`src/rtl/ap_cell_bank_if.sv`:
```
// Write, read and stream-unload channels of the associative-processor cell bank.
// The master side drives requests; the slave side (the bank) returns data and
// handshakes.
interface ap_cell_bank_if #(
  parameter int DATA_WIDTH     = 4,
  parameter int DATA_DEPTH     = 4,
  parameter int ADDR_WIDTH_CAM = 8
) ();

  logic [2:0]                in_mode;
  logic                      wr_valid;
  logic                      wr_ready;
  logic [ADDR_WIDTH_CAM-1:0] wr_row_addr;
  logic [ADDR_WIDTH_CAM-1:0] wr_col_addr;
  logic [DATA_WIDTH-1:0]     ip_row;
  logic [DATA_DEPTH-1:0]     ip_col;

  logic                      rd_en;
  logic                      rd_mode;
  logic [ADDR_WIDTH_CAM-1:0] rd_addr;
  logic [DATA_WIDTH-1:0]     q_out_row;
  logic [DATA_DEPTH-1:0]     q_out_col;
  logic                      rd_valid;

  logic                      st_start;
  logic                      st_valid;
  logic                      st_ready;
  logic [DATA_DEPTH-1:0]     st_data;
  logic [ADDR_WIDTH_CAM-1:0] st_col;
  logic                      st_last;
  logic                      st_busy;

  modport master (
    output in_mode, wr_valid, wr_row_addr, wr_col_addr, ip_row, ip_col,
    output rd_en, rd_mode, rd_addr, st_start, st_ready,
    input  wr_ready, q_out_row, q_out_col, rd_valid,
    input  st_valid, st_data, st_col, st_last, st_busy
  );

  modport slave (
    input  in_mode, wr_valid, wr_row_addr, wr_col_addr, ip_row, ip_col,
    input  rd_en, rd_mode, rd_addr, st_start, st_ready,
    output wr_ready, q_out_row, q_out_col, rd_valid,
    output st_valid, st_data, st_col, st_last, st_busy
  );

endinterface

```
`src/rtl/ap_cell_bank.sv`:
```
// DATA_DEPTH x DATA_WIDTH associative-processor cell array with handshaked
// row/column writes, operand-plane copies, tagged/masked write-back, a
// registered row/column read port and a column-stream unload FSM.
// Optional: define AP_CELL_RDFWD_EN to forward a same-cycle fired write
// (not write-back) to the read port.
module ap_cell_bank #(
  parameter int DATA_WIDTH     = 4,
  parameter int DATA_DEPTH     = 4,
  parameter int ADDR_WIDTH_CAM = 8
) (
  input  logic                             clk,
  input  logic                             rst,
  ap_cell_bank_if.slave                    bus,
  input  logic [DATA_WIDTH*DATA_DEPTH-1:0] q_a,
  input  logic [DATA_WIDTH*DATA_DEPTH-1:0] q_b,
  input  logic [DATA_DEPTH-1:0]            q_s,
  input  logic                             abs_opt,
  input  logic [2:0]                       pass,
  input  logic [DATA_DEPTH-1:0]            tag,
  input  logic [DATA_WIDTH-1:0]            mask,
  output logic [DATA_WIDTH*DATA_DEPTH-1:0] q
);

  localparam int NCELL = DATA_WIDTH * DATA_DEPTH;

  typedef enum logic [2:0] {
    MODE_ROW    = 3'd1,
    MODE_COL    = 3'd2,
    MODE_COPY_B = 3'd3,
    MODE_COPY_A = 3'd5
  } wr_mode_e;

  typedef enum logic [1:0] {S_IDLE, S_LOAD, S_STREAM} state_e;

  state_e                    state, state_nxt;
  logic                      wr_fire;
  logic [NCELL-1:0]          wr_view, wr_hit, q_nxt, rd_src;
  logic [DATA_DEPTH-1:0]     wb_inv;
  logic [DATA_WIDTH-1:0]     rd_row_sel;
  logic [DATA_DEPTH-1:0]     rd_col_sel;
  logic [DATA_WIDTH-1:0]     q_out_row_q;
  logic [DATA_DEPTH-1:0]     q_out_col_q;
  logic                      rd_valid_q;
  logic [ADDR_WIDTH_CAM-1:0] col_sel;
  logic [DATA_DEPTH-1:0]     col_data;
  logic                      st_valid_q, st_valid_nxt;
  logic                      st_last_q, st_last_nxt;
  logic [ADDR_WIDTH_CAM-1:0] st_col_q, st_col_nxt;
  logic [DATA_DEPTH-1:0]     st_data_q, st_data_nxt;

  assign wr_fire       = bus.wr_valid && (state == S_IDLE);
  assign bus.wr_ready  = (state == S_IDLE);
  assign bus.st_busy   = (state != S_IDLE);
  assign bus.rd_valid  = rd_valid_q;
  assign bus.q_out_row = q_out_row_q;
  assign bus.q_out_col = q_out_col_q;
  assign bus.st_valid  = st_valid_q;
  assign bus.st_last   = st_last_q;
  assign bus.st_col    = st_col_q;
  assign bus.st_data   = st_data_q;

  // Array as seen after the fired write only (no write-back); wr_hit marks written cells.
  always_comb begin
    wr_view = q;
    wr_hit  = '0;
    if (wr_fire) begin
      for (int unsigned i = 0; i < DATA_DEPTH; i++) begin
        for (int unsigned j = 0; j < DATA_WIDTH; j++) begin
          if (bus.in_mode == MODE_COPY_A) begin
            wr_hit[i*DATA_WIDTH+j]  = 1'b1;
            wr_view[i*DATA_WIDTH+j] = q_a[i*DATA_WIDTH+j];
          end else if (bus.in_mode == MODE_COPY_B) begin
            wr_hit[i*DATA_WIDTH+j]  = 1'b1;
            wr_view[i*DATA_WIDTH+j] = q_b[i*DATA_WIDTH+j];
          end else if (bus.in_mode == MODE_ROW && bus.wr_row_addr == ADDR_WIDTH_CAM'(i)) begin
            wr_hit[i*DATA_WIDTH+j]  = 1'b1;
            wr_view[i*DATA_WIDTH+j] = bus.ip_row[j];
          end else if (bus.in_mode == MODE_COL && bus.wr_col_addr == ADDR_WIDTH_CAM'(j)) begin
            wr_hit[i*DATA_WIDTH+j]  = 1'b1;
            wr_view[i*DATA_WIDTH+j] = bus.ip_col[i];
          end
        end
      end
    end
  end

  // Next array: frozen while unloading, else fired write, else tagged/masked write-back.
  always_comb begin
    q_nxt = q;
    for (int unsigned i = 0; i < DATA_DEPTH; i++) begin
      wb_inv[i] = abs_opt ? (q_s[i] && (pass == 3'd2 || pass == 3'd3))
                          : (pass == 3'd1 || pass == 3'd2);
    end
    if (state == S_IDLE) begin
      for (int unsigned i = 0; i < DATA_DEPTH; i++) begin
        for (int unsigned j = 0; j < DATA_WIDTH; j++) begin
          if (wr_hit[i*DATA_WIDTH+j])
            q_nxt[i*DATA_WIDTH+j] = wr_view[i*DATA_WIDTH+j];
          else if (tag[i] && mask[j])
            q_nxt[i*DATA_WIDTH+j] = q_a[i*DATA_WIDTH+j] ^ wb_inv[i];
        end
      end
    end
  end

`ifdef AP_CELL_RDFWD_EN
  assign rd_src = wr_view;
`else
  assign rd_src = q;
`endif

  // Read-port selection; out-of-range addresses match nothing and yield zero.
  always_comb begin
    rd_row_sel = '0;
    rd_col_sel = '0;
    for (int unsigned i = 0; i < DATA_DEPTH; i++) begin
      if (bus.rd_addr == ADDR_WIDTH_CAM'(i))
        rd_row_sel = rd_src[i*DATA_WIDTH +: DATA_WIDTH];
      for (int unsigned j = 0; j < DATA_WIDTH; j++) begin
        if (bus.rd_addr == ADDR_WIDTH_CAM'(j))
          rd_col_sel[i] = rd_src[i*DATA_WIDTH+j];
      end
    end
  end

  // Column to present on the next beat: column 0 from LOAD, else the following column.
  always_comb begin
    col_sel  = (state == S_LOAD) ? '0 : st_col_q + ADDR_WIDTH_CAM'(1);
    col_data = '0;
    for (int unsigned i = 0; i < DATA_DEPTH; i++) begin
      for (int unsigned j = 0; j < DATA_WIDTH; j++) begin
        if (col_sel == ADDR_WIDTH_CAM'(j))
          col_data[i] = q[i*DATA_WIDTH+j];
      end
    end
  end

  // Unload FSM next-state and stream outputs.
  always_comb begin
    state_nxt    = state;
    st_valid_nxt = st_valid_q;
    st_last_nxt  = st_last_q;
    st_col_nxt   = st_col_q;
    st_data_nxt  = st_data_q;
    case (state)
      S_IDLE: begin
        if (bus.st_start) state_nxt = S_LOAD;
      end
      S_LOAD: begin
        st_col_nxt   = '0;
        st_data_nxt  = col_data;
        st_valid_nxt = 1'b1;
        st_last_nxt  = (DATA_WIDTH == 1);
        state_nxt    = S_STREAM;
      end
      S_STREAM: begin
        if (st_valid_q && bus.st_ready) begin
          if (st_last_q) begin
            st_valid_nxt = 1'b0;
            st_last_nxt  = 1'b0;
            state_nxt    = S_IDLE;
          end else begin
            st_col_nxt  = col_sel;
            st_data_nxt = col_data;
            st_last_nxt = (col_sel == ADDR_WIDTH_CAM'(DATA_WIDTH - 1));
          end
        end
      end
      default: state_nxt = S_IDLE;
    endcase
  end

  // FSM state register.
  always_ff @(posedge clk or negedge rst) begin
    if (!rst) state <= S_IDLE;
    else      state <= state_nxt;
  end

  // Array, read-port and stream output registers.
  always_ff @(posedge clk or negedge rst) begin
    if (!rst) begin
      q           <= '0;
      q_out_row_q <= '0;
      q_out_col_q <= '0;
      rd_valid_q  <= 1'b0;
      st_valid_q  <= 1'b0;
      st_last_q   <= 1'b0;
      st_col_q    <= '0;
      st_data_q   <= '0;
    end else begin
      q          <= q_nxt;
      rd_valid_q <= bus.rd_en;
      if (bus.rd_en) begin
        if (bus.rd_mode) q_out_col_q <= rd_col_sel;
        else             q_out_row_q <= rd_row_sel;
      end
      st_valid_q <= st_valid_nxt;
      st_last_q  <= st_last_nxt;
      st_col_q   <= st_col_nxt;
      st_data_q  <= st_data_nxt;
    end
  end

endmodule

```
`src/flat_wrapper.sv`:
```
// flat-port wrapper written by rule: the top's interface ports become plain ports
module ap_cell_bank_flat 
#(
  parameter int DATA_WIDTH     = 4,
  parameter int DATA_DEPTH     = 4,
  parameter int ADDR_WIDTH_CAM = 8
)
  (clk, rst, q_a, q_b, q_s, abs_opt, pass, tag, mask, q, bus_in_mode, bus_wr_valid, bus_wr_row_addr, bus_wr_col_addr, bus_ip_row, bus_ip_col, bus_rd_en, bus_rd_mode, bus_rd_addr, bus_st_start, bus_st_ready, bus_wr_ready, bus_q_out_row, bus_q_out_col, bus_rd_valid, bus_st_valid, bus_st_data, bus_st_col, bus_st_last, bus_st_busy);
  ap_cell_bank_if #(.DATA_WIDTH(DATA_WIDTH), .DATA_DEPTH(DATA_DEPTH), .ADDR_WIDTH_CAM(ADDR_WIDTH_CAM)) bus_i ();
  input  logic clk;
  input  logic rst;
  input  logic [DATA_WIDTH*DATA_DEPTH-1:0] q_a;
  input  logic [DATA_WIDTH*DATA_DEPTH-1:0] q_b;
  input  logic [DATA_DEPTH-1:0] q_s;
  input  logic abs_opt;
  input  logic [2:0] pass;
  input  logic [DATA_DEPTH-1:0] tag;
  input  logic [DATA_WIDTH-1:0] mask;
  output logic [DATA_WIDTH*DATA_DEPTH-1:0] q;
  input wire logic [$bits(bus_i.in_mode)-1:0] bus_in_mode;
  input wire logic [$bits(bus_i.wr_valid)-1:0] bus_wr_valid;
  input wire logic [$bits(bus_i.wr_row_addr)-1:0] bus_wr_row_addr;
  input wire logic [$bits(bus_i.wr_col_addr)-1:0] bus_wr_col_addr;
  input wire logic [$bits(bus_i.ip_row)-1:0] bus_ip_row;
  input wire logic [$bits(bus_i.ip_col)-1:0] bus_ip_col;
  input wire logic [$bits(bus_i.rd_en)-1:0] bus_rd_en;
  input wire logic [$bits(bus_i.rd_mode)-1:0] bus_rd_mode;
  input wire logic [$bits(bus_i.rd_addr)-1:0] bus_rd_addr;
  input wire logic [$bits(bus_i.st_start)-1:0] bus_st_start;
  input wire logic [$bits(bus_i.st_ready)-1:0] bus_st_ready;
  output wire logic [$bits(bus_i.wr_ready)-1:0] bus_wr_ready;
  output wire logic [$bits(bus_i.q_out_row)-1:0] bus_q_out_row;
  output wire logic [$bits(bus_i.q_out_col)-1:0] bus_q_out_col;
  output wire logic [$bits(bus_i.rd_valid)-1:0] bus_rd_valid;
  output wire logic [$bits(bus_i.st_valid)-1:0] bus_st_valid;
  output wire logic [$bits(bus_i.st_data)-1:0] bus_st_data;
  output wire logic [$bits(bus_i.st_col)-1:0] bus_st_col;
  output wire logic [$bits(bus_i.st_last)-1:0] bus_st_last;
  output wire logic [$bits(bus_i.st_busy)-1:0] bus_st_busy;
  assign bus_i.in_mode = bus_in_mode;
  assign bus_i.wr_valid = bus_wr_valid;
  assign bus_i.wr_row_addr = bus_wr_row_addr;
  assign bus_i.wr_col_addr = bus_wr_col_addr;
  assign bus_i.ip_row = bus_ip_row;
  assign bus_i.ip_col = bus_ip_col;
  assign bus_i.rd_en = bus_rd_en;
  assign bus_i.rd_mode = bus_rd_mode;
  assign bus_i.rd_addr = bus_rd_addr;
  assign bus_i.st_start = bus_st_start;
  assign bus_i.st_ready = bus_st_ready;
  assign bus_wr_ready = bus_i.wr_ready;
  assign bus_q_out_row = bus_i.q_out_row;
  assign bus_q_out_col = bus_i.q_out_col;
  assign bus_rd_valid = bus_i.rd_valid;
  assign bus_st_valid = bus_i.st_valid;
  assign bus_st_data = bus_i.st_data;
  assign bus_st_col = bus_i.st_col;
  assign bus_st_last = bus_i.st_last;
  assign bus_st_busy = bus_i.st_busy;
  ap_cell_bank #(.DATA_WIDTH(DATA_WIDTH), .DATA_DEPTH(DATA_DEPTH), .ADDR_WIDTH_CAM(ADDR_WIDTH_CAM)) u_core (.clk(clk), .rst(rst), .bus(bus_i), .q_a(q_a), .q_b(q_b), .q_s(q_s), .abs_opt(abs_opt), .pass(pass), .tag(tag), .mask(mask), .q(q));
endmodule
```
`config.mk`:
```
export PLATFORM = sky130hd
export DESIGN_NAME = ap_cell_bank_flat
export DESIGN_NICKNAME = d
export VERILOG_FILES = /design/src/rtl/ap_cell_bank_if.sv /design/src/rtl/ap_cell_bank.sv /design/src/flat_wrapper.sv
export SDC_FILE = /design/constraint.sdc
export NUM_CORES = 1
export LEC_CHECK = 0
export ABC_CLOCK_PERIOD_IN_PS = 7200
export CORE_MARGIN = 2
export CORE_UTILIZATION = 48
export DETAILED_ROUTE_END_ITERATION = 12
export PLACE_DENSITY = 0.88
export SLEW_MARGIN = 20
export SYNTH_ARGS = -nofsm -noshare
export SYNTH_HDL_FRONTEND = slang
export SYNTH_SLANG_ARGS = --single-unit
```
`constraint.sdc`:
```
create_clock -name clk -period 7.2 [get_ports clk]
set_clock_uncertainty 0.15 [all_clocks]
set_input_delay 1.08 -clock clk [delete_from_list [all_inputs] [get_ports clk]]
set_output_delay 1.08 -clock clk [all_outputs]
set_load 0.01 [all_outputs]
```
# After elaboration in Yosys (flattened, before gate mapping)
# Cells that the tools add are included.
[op_classes]
addsub = 1
multipliers = 0
div_mod_pow = 0
order_cmp = 0
n_eq_ne = 57
n_shift = 0
n_mux = 207
bitwise_logic = 17
reduce_logical = 77
[op_table]
columns = ["cell", "count"]
rows = [
  ["1-bit two-way mux", 188],
  ["5-bit inequality test (second input constant)", 16],
  ["8-bit by 2-bit equality test with 1-bit output (second input constant)", 8],
  ["4-bit AND reduction", 16],
  ["2-bit by 1-bit inequality test with 1-bit output (second input constant)", 18],
  ["2-bit nonzero test", 18],
  ["8-bit by 1-bit equality test with 1-bit output (second input constant)", 4],
  ["8-bit zero test", 4],
  ["16-bit two-way mux", 2],
  ["1-bit logical AND", 30],
  ["4-bit two-way mux", 6],
  ["8-bit two-way mux", 3],
  ["8-bit case mux with 2 select lines", 1],
  ["1-bit bitwise XOR", 16],
  ["3-bit by 2-bit equality test with 1-bit output (second input constant)", 4],
  ["3-bit AND reduction", 3],
  ["8-bit by 1-bit adder with 8-bit output (second input constant)", 1],
  ["4-bit case mux with 2 select lines", 1],
  ["3-bit by 1-bit equality test with 1-bit output (second input constant)", 2],
  ["2-bit two-way mux", 3],
  ["2-bit case mux with 3 select lines", 1],
  ["2-bit AND reduction", 3],
  ["2-bit inequality test (second input constant)", 2],
  ["1-bit case mux with 2 select lines", 2],
  ["6 further kinds", 7],
]
[word_totals]
ff_bits = 41
latch_bits = 0
mem_bits_rw = 0
rom_bits = 0
elab_cells = 383
n_memories = 0

# Logic depth before layout (Yosys ltp)
# Gate-level depths: netlist (run 1).
[logic_depth]
word_depth = 10
mapped_depth = 9

# Worst setup path after synthesis (run 1)
# OpenSTA, ideal clock, no wires.
[synth_path]
kind = "input -> register"
startpoint = "in bus_in_mode[2]"
endpoint = "reg u_core.q[1]"
setup_ps = 83
t_arrival_ps = 2700
setup_slack_ps = 4267
stages = 7
cell_sequence = "or4b_4 nor2_4 and4_1 buf_2 a211oi_1 or4_1 o21ai_0"
[synth_via]
elab_chain_cells = 9
word_cells_on_any_way = 20
classes_between = "eq/ne (6); mux (10); reduce/logical (4)"
[synth_rtl]
columns = ["element", "line_no", "rtl"]
rows = [
  ["from (decl)", "flat_wrapper.sv:20", "input wire logic [$bits(bus_i.in_mode)-1:0] bus_in_mode;"],
  ["3-bit by 2-bit equality test with 1-bit output", "ap_cell_bank.sv:78", "end else if (bus.in_mode == MODE_COL && bus.wr_col_addr == ADDR_WIDTH_CAM'(j)) begin"],
  ["1-bit logical AND", "ap_cell_bank.sv:78", ""],
  ["1-bit two-way mux", "ap_cell_bank.sv:78", ""],
  ["1-bit two-way mux", "ap_cell_bank.sv:75", "end else if (bus.in_mode == MODE_ROW && bus.wr_row_addr == ADDR_WIDTH_CAM'(i)) begin"],
  ["1-bit two-way mux", "ap_cell_bank.sv:72", "end else if (bus.in_mode == MODE_COPY_B) begin"],
  ["1-bit two-way mux", "ap_cell_bank.sv:69", "if (bus.in_mode == MODE_COPY_A) begin"],
  ["16-bit two-way mux", "ap_cell_bank.sv:66", "if (wr_fire) begin"],
  ["5-bit inequality test (no source line), or another cell as far along", "-", ""],
  ["4-bit AND reduction (no source line)", "-", ""],
  ["to (signal assigned)", "ap_cell_bank.sv:191", "q <= q_nxt;"],
  ["to (decl)", "ap_cell_bank.sv:21", "output logic [DATA_WIDTH*DATA_DEPTH-1:0] q"],
]
# Several ways; a longest one is shown, not always the timed one. The select of a mux whose other input is x is not followed.
# A chain may end at the register's enable or synchronous reset.

# Worst setup path after layout (run 1)
[layout_path]
startpoint = "in bus_in_mode[1]"
endpoint = "reg u_core.q[5]"
# The elaborated chain is that of the path after synthesis.

==> impl_metrics.json, run 1 <==
{
  "io_buffers": 130,
  "hold_ws_ns": 0.357,
  "antenna_found_initial": 0,
  "layout_common_cells": "129 x clkdlybuf4s50_1, 41 x dfrtp_1, 33 x a21oi_1",
  "dpl.hpwl_mm": 8.44,
  "tns_ns": 0,
  "start_util_pct": 50.2,
  "fmaxAchievable_mhz": 300,
  "async_reset_ff_share_pct": 100,
  "cts_buffers": 5,
  "syn_inst": 377,
  "worst_path_max_delay_cell": "nand3b_1",
  "grt-ovfl-total": 0,
  "required_ns": 7.23,
  "dr.first_iter.drc_count": 282,
  "cp_max_fo": 18,
  "syn2layout_area_growth_pct": 44.7,
  "p_leak_nw": 1.85,
  "fin_crit_sh_pct": 46.4,
  "ir_worst_vdd_mv": 0.131,
  "hold_buffers": 0,
  "worstSkewPairLatency_ns": 0.30,
  "top_usage_layer": "met2",
  "cellPowerDensity_mw_per_mm2": 264,
  "use_met2_pct": 45.9,
  "cts_setup_buffers": 0,
  "vias": 3621,
  "cts-root-buf": "clkbuf_8",
  "critPathMaxStageDelay_ns": 0.60,
  "fin_util_pct": 72.7,
  "pre_cts_slack_ns": 3.60,
  "synth_area_leader_cell": "dfrtp_1",
  "fillers": 512,
  "drive_above_1_share_pct": 6.00,
  "firstDrtPassIters": 5,
  "worstHoldPathType": "reg2reg",
  "synth.top_cell.area_share_pct": 31.6,
  "grt_max_degree": 42,
  "drc": 0,
  "ant_nets": 0,
  "worstSetupPathType": "in2reg",
  "die-area_mm2": 0.00743,
  "grt_pass1_vias": 3469,
  "met1_usage_pct": 37.7,
  "die_x_um": 86.2,
  "gp_congestion": 0.983,
  "yosysSeqAreaShare_pct": 31.6,
  "wl_mm": 10.5,
  "slew_headroom_pct": 37.7,
  "total_power_mw": 1.24,
  "via_per_inst": 6.28,
  "syn_area_mm2": 0.00324,
  "core-area_mm2": 0.00646,
  "synth_ff_type": "dfrtp_1",
  "cts_sinks": 41,
  "grt_pass1_wl_mm": 16.6,
  "ios": 131,
  "cts_buffer_depth": 2,
  "path_cells": "clkdlybuf4s50_1, nand3b_1, nand2_1, a21oi_1, a21oi_1, mux2_2",
  "critPathArrivalTime_ns": 3.37,
  "use_met3_pct": 4.29,
  "synth_edf_count": 0,
  "die_h_um": 86.2,
  "synth_area_per_cell_um2": 8.61,
  "start_kind": "input port",
  "wl_per_cell_um": 18.2,
  "grt_use_total_pct": 28.1,
  "cts_resized": 0,
  "diodes": 0,
  "yosys_register_bits": 41,
  "slew_violations": 0,
  "synth_nets": 471,
  "rows": 29,
  "synth_top_cells_by_area": "dfrtp_1 32%, mux4_2 5.6%, a21oi_1 5.1%",
  "endpoint_kind": "flop",
  "fin_ws_ns": 3.86,
  "cts_tree": "yes",
  "ys_warn_count": 0,
  "num-nets-final": 593,
  "status": "complete, no violations",
  "cpMostUsedCell": "a21oi_1",
  "htreeDepth": 2,
  "synth_cell_type_count": 51,
  "finalHoldViolCount": 0,
  "cap_violations": 0,
  "tightest_slew_ns": 0.935,
  "rsz0062_at_grt": "false",
  "final_common_cell": "clkdlybuf4s50_1",
  "min_period_ns": 3.34,
  "clkTransAtPathRegs_ns": 0.08,
  "setup_violations": 0
}
==> critical path: cells and delay by family <==
kind,cells,cell delay [ns]
AO/OA/AOI/OAI,2,0.40
multiplexers,1,0.37
AND/OR/NAND/NOR,2,1.06
buffers and inverters,1,0.46
==> report_power, final <==
| part | total, mW | internal, mW | switching [mW] |
|---|---|---|---|
| registers | 0.398 | 0.298 | 0.0998 |
| logic | 0.649 | 0.340 | 0.308 |
| clock network | 0.193 | 0.113 | 0.0802 |
==> per-stage QoR <==
stage	instances	cell area, um^2
global placement	569	4580
detailed placement	569	4580
CTS	577	4700
floorplan	377	3240
global route	577	4700
finish	577	4700
==> synth_stat cells, drive strengths merged, types with 2 or more instances <==
cell and number:
mux2i 13, and2 6, xnor2 11, and4 3, mux2 8, nand4 5, a21oi 33, xor2 7
inv 11, or4b 2, ha 4, dfrtp 41, nand3 23, o41ai 2, a21o 8, and3 2
o211a 4, nor3b 3, nor2b 7, clkbuf 14, nor4 8, a31oi 5, a22o 10, o31ai 3
nand2b 5, a2111oi 4, o21ai 32, o221ai 6, or4 2, o22ai 10, nor3 7, nand2 31
nor2 23, mux4 8, nand3b 3
==> path summary, 6_finish.rpt <==
check                                        startpoint                 endpoint  slack [ns]  cells after the start
worst max-delay path                     bus_in_mode[1]              u_core.q[5]        3.86                      6
worst min-delay path            u_core.bus.q_out_col[1]  u_core.bus.q_out_col[1]        0.36                      1
worst max register to register     u_core.bus.st_col[0]    u_core.bus.st_data[2]        4.49                      7
worst min register to register  u_core.bus.q_out_col[1]  u_core.bus.q_out_col[1]        0.36                      1
max in group asynchronous                           rst             u_core.q[15]        5.55                      1
min in group asynchronous                           rst    u_core.bus.st_data[2]        0.77                      1
==> state kept, by name (all words and copies together), names as in the netlist <==
register and count:
u_core.bus.rd_valid 1, u_core.bus.st_valid 1, u_core.state 2, u_core.bus.st_col 8
u_core.bus.st_data 4, u_core.bus.q_out_col 4, u_core.bus.st_last 1, u_core.q 16
u_core.bus.q_out_row 4
==> final cells by class <==
cell class / instances / area, um^2 / area share, %
flip-flops and latches: 41 / 1030 / 21.8
inverters: 11 / 41.3 / 0.879
well taps: 77 / 96.3 / 2.05
repair buffers: 130 / 1300 / 27.6
multi-input cells: 310 / 2120 / 45.1
clock inverters: 1 / 30.0 / 0.639
clock buffers: 7 / 86.3 / 1.84
==> cell families after synthesis <==
kind of cell             share of synthesized area, %
AND/OR/NAND/NOR                                  22.1
buffers and inverters                            3.05
multiplexers                                     12.3
flip-flops                                       31.6
XOR/XNOR                                         4.86
AO/OA/AOI/OAI                                    24.5
adder cells (fa/ha/maj)                          1.54
==> metal layers <==
| metal | share of wire, % | up-vias |
|---|---|---|
| met5 | 0 | - |
| met4 | 2.9 | 0 |
| met3 | 8.6 | 35 |
| met2 | 47 | 225 |
| met1 | 42 | 1668 |
| li1 | - | 1693 |
No activity file was read; power rests on OpenSTA's default activity.
==> run 2: changes to the inputs <==
--- a/config.mk
+++ b/config.mk
@@ -5,11 +5,11 @@
 export SDC_FILE = /design/constraint.sdc
 export NUM_CORES = 1
 export LEC_CHECK = 0
-export ABC_CLOCK_PERIOD_IN_PS = 7200
+export ABC_CLOCK_PERIOD_IN_PS = 3430
 export CORE_MARGIN = 2
-export CORE_UTILIZATION = 48
+export CORE_UTILIZATION = 44
 export DETAILED_ROUTE_END_ITERATION = 12
-export PLACE_DENSITY = 0.88
+export PLACE_DENSITY = 0.81
 export SLEW_MARGIN = 20
 export SYNTH_ARGS = -nofsm -noshare
 export SYNTH_HDL_FRONTEND = slang
==> constraint.sdc (replaced) <==
create_clock -name clk -period 3.43 [get_ports clk]
set_clock_uncertainty 0.15 [all_clocks]
set_input_delay 0.5145 -clock clk [delete_from_list [all_inputs] [get_ports clk]]
set_output_delay 0.5145 -clock clk [all_outputs]
set_load 0.01 [all_outputs]
==> run 2 against run 1 <==
  * Hold slack worse by 0.16 ns
  * Die area up 8.7%
  * Combinational power up 110%
  * Largest power group unchanged
  * Sequential share of layout area down 0.34 points
  * Global-route usage down 2.9 points
  * Critical path type unchanged
  * Sequential power up 110%
  * Largest cell class unchanged
==> impl_metrics.json, run 2 (same netlist as run 1, synthesis figures left out) <==
{
  "cts_buffers": 5,
  "cpMostUsedCell": "a21oi_1",
  "finalInstanceArea_mm2": 0.00477,
  "setup_violations": 0,
  "status": "complete, no violations",
  "r2r_slack_ns": 0.75,
  "htreeDepth": 2,
  "wl_per_cell_um": 17.1,
  "start_kind": "input port",
  "required_ns": 3.46,
  "start_util_pct": 45.0,
  "grt_pass1_vias": 3478,
  "hold_buffers": 0,
  "ir_worst_vdd_mv": 0.255,
  "grt_pass1_wl_mm": 16.6,
  "fmaxAchievable_mhz": 364,
  "fin_cells": 603,
  "drive_above_1_share_pct": 6.94,
  "antenna_found_initial": 0,
  "cts_sinks": 41,
  "cts_resized": 0,
  "grt_use_total_pct": 25.3,
  "gp_congestion": 0.897,
  "fin_crit_sh_pct": 80.1,
  "path_cells": "clkdlybuf4s50_1, or4b_4, nor2_4, nand4_1, a21oi_1, a21oi_1, mux2_2",
  "die_x_um": 89.9,
  "cts_setup_buffers": 0,
  "dpl.hpwl_mm": 8.44,
  "via_per_inst": 5.94,
  "swShare_pct": 38.6,
  "core-area_mm2": 0.00721,
  "worstHoldPathType": "in2async",
  "endpoint_kind": "flop",
  "rsz0062_at_grt": "false",
  "drc": 0,
  "slew_violations": 0,
  "largest-register": "u_core.q",
  "total_power_mw": 2.66,
  "p_leak_nw": 1.87,
  "die-area_mm2": 0.00808,
  "clkTransAtPathRegs_ns": 0.08,
  "critPathMaxStageDelay_ns": 0.52,
  "firstDrtPassIters": 5,
  "ant_nets": 0,
  "num-nets-final": 597,
  "pwr-share-seq_pct": 31.8,
  "r2r-end": "u_core.bus.st_data[3]",
  "pwr-share-clk_pct": 17.3,
  "grt-ovfl-total": 0,
  "worstSkewPairLatency_ns": 0.29,
  "io_buffers": 130,
  "cap_violations": 0,
  "reg2reg_from": "u_core.bus.st_col[0]",
  "place_area_mm2": 0.00464,
  "syn2layout_area_growth_pct": 47.0,
  "cp_max_fo": 7,
  "cts_tree": "yes",
  "tightest_slew_ns": 0.917,
  "cellPowerDensity_mw_per_mm2": 558,
  "dr.first_iter.drc_count": 210,
  "vias": 3583,
  "grt_max_degree": 42,
  "wl_mm": 10.3,
  "min_period_ns": 2.75,
  "cts-root-buf": "clkbuf_8",
  "p_int_mw": 1.63,
  "final_common_cell": "clkdlybuf4s50_1",
  "worst_path_max_delay_cell": "clkdlybuf4s50_1",
  "die_h_um": 89.9,
  "ios": 131,
  "diodes": 0,
  "layout_common_cells": "129 x clkdlybuf4s50_1, 41 x dfrtp_1, 33 x a21oi_1",
  "dpl.cell_count": 595,
  "worstSetupPathType": "in2reg",
  "critPathArrivalTime_ns": 2.78,
  "tns_ns": 0,
  "finalHoldViolCount": 0,
  "reg2reg_depth": 7,
  "rows": 31,
  "slew_headroom_pct": 38.8,
  "pwr-share-comb_pct": 50.9,
  "cts_buffer_depth": 2,
  "largest_register_ffs": 16,
  "fin_util_pct": 66.1,
  "p_sw_mw": 1.03
}
[run 2: cell count changes in the layout (fill, tap and decap cells not counted)]
| cell | delta |
|---|---|
| clkinv_2 | +1 |
| buf_4 | +4 |
| bufinv_16 | +1 |
| clkbuf_8 | -1 |
| clkbuf_1 | -1 |
[run 2: worst max-delay path: cells and delay by family]
| family | cells | cell delay [ns] |
|---|---|---|
| compound gates | 2 | 0.53 |
| mux | 1 | 0.28 |
| simple gates | 3 | 0.93 |
| buf+inv | 1 | 0.52 |
[run 2: power groups by stage]
stage / clock [mW] / combinational [mW] / sequential [mW]
3_3_place_gp: 0 / 1.32 / 0.842
6_report: 0.461 / 1.35 / 0.846
3_5_place_dp: 0 / 1.34 / 0.848
4_1_cts: 0.466 / 1.35 / 0.841
5_1_grt: 0.487 / 1.47 / 0.860
2_1_floorplan: 0 / 0.730 / 0.809
[run 2: worst max path at each step]
stage / end / cells after the start / slack, ns / from
after CTS: u_core.q[12] / 7 / 0.74 / bus_in_mode[0]
final: u_core.q[12] / 7 / 0.68 / bus_in_mode[0]
after detailed placement: u_core.q[12] / 7 / 0.43 / bus_in_mode[0]
after global placement: u_core.q[15] / 7 / 0.52 / bus_in_mode[0]
after floorplan: u_core.q[1] / 7 / 1.06 / bus_in_mode[2]
after global routing: u_core.bus.st_data[3] / 7 / 0.52 / u_core.bus.st_col[0]
[run 2: layer usage]
metal  wire [um]  up-vias  share of wire (%)  track usage (%)
li1            -     1690                  -                -
met1        4050     1638                 39             31.6
met2        5010      226                 49             42.8
met3         974       29                9.4             5.87
met4         280        0                2.7             9.62
met5           0        -                  0                0
[run 2: area by class of cell]
cell class	count	area (um^2)
Multi-Input combinational cell	310	2120
Sequential cell	41	1030
Fill cell	628	2440
Clock buffer	5	68.8
Clock inverter	3	65.1
Timing Repair Buffer	134	1330
Inverter	11	41.3
Tap cell	99	124
[run 2: through the flow]
stage / setup WS, ns / hold slack [ns]
final: 0.684 / 0.200
after global routing: 0.516 / 0.275
after CTS: 0.740 / 0.221
after detailed placement: 0.427 / 0.345
after global placement: 0.523 / 0.346
after floorplan: 1.06 / 0.0689
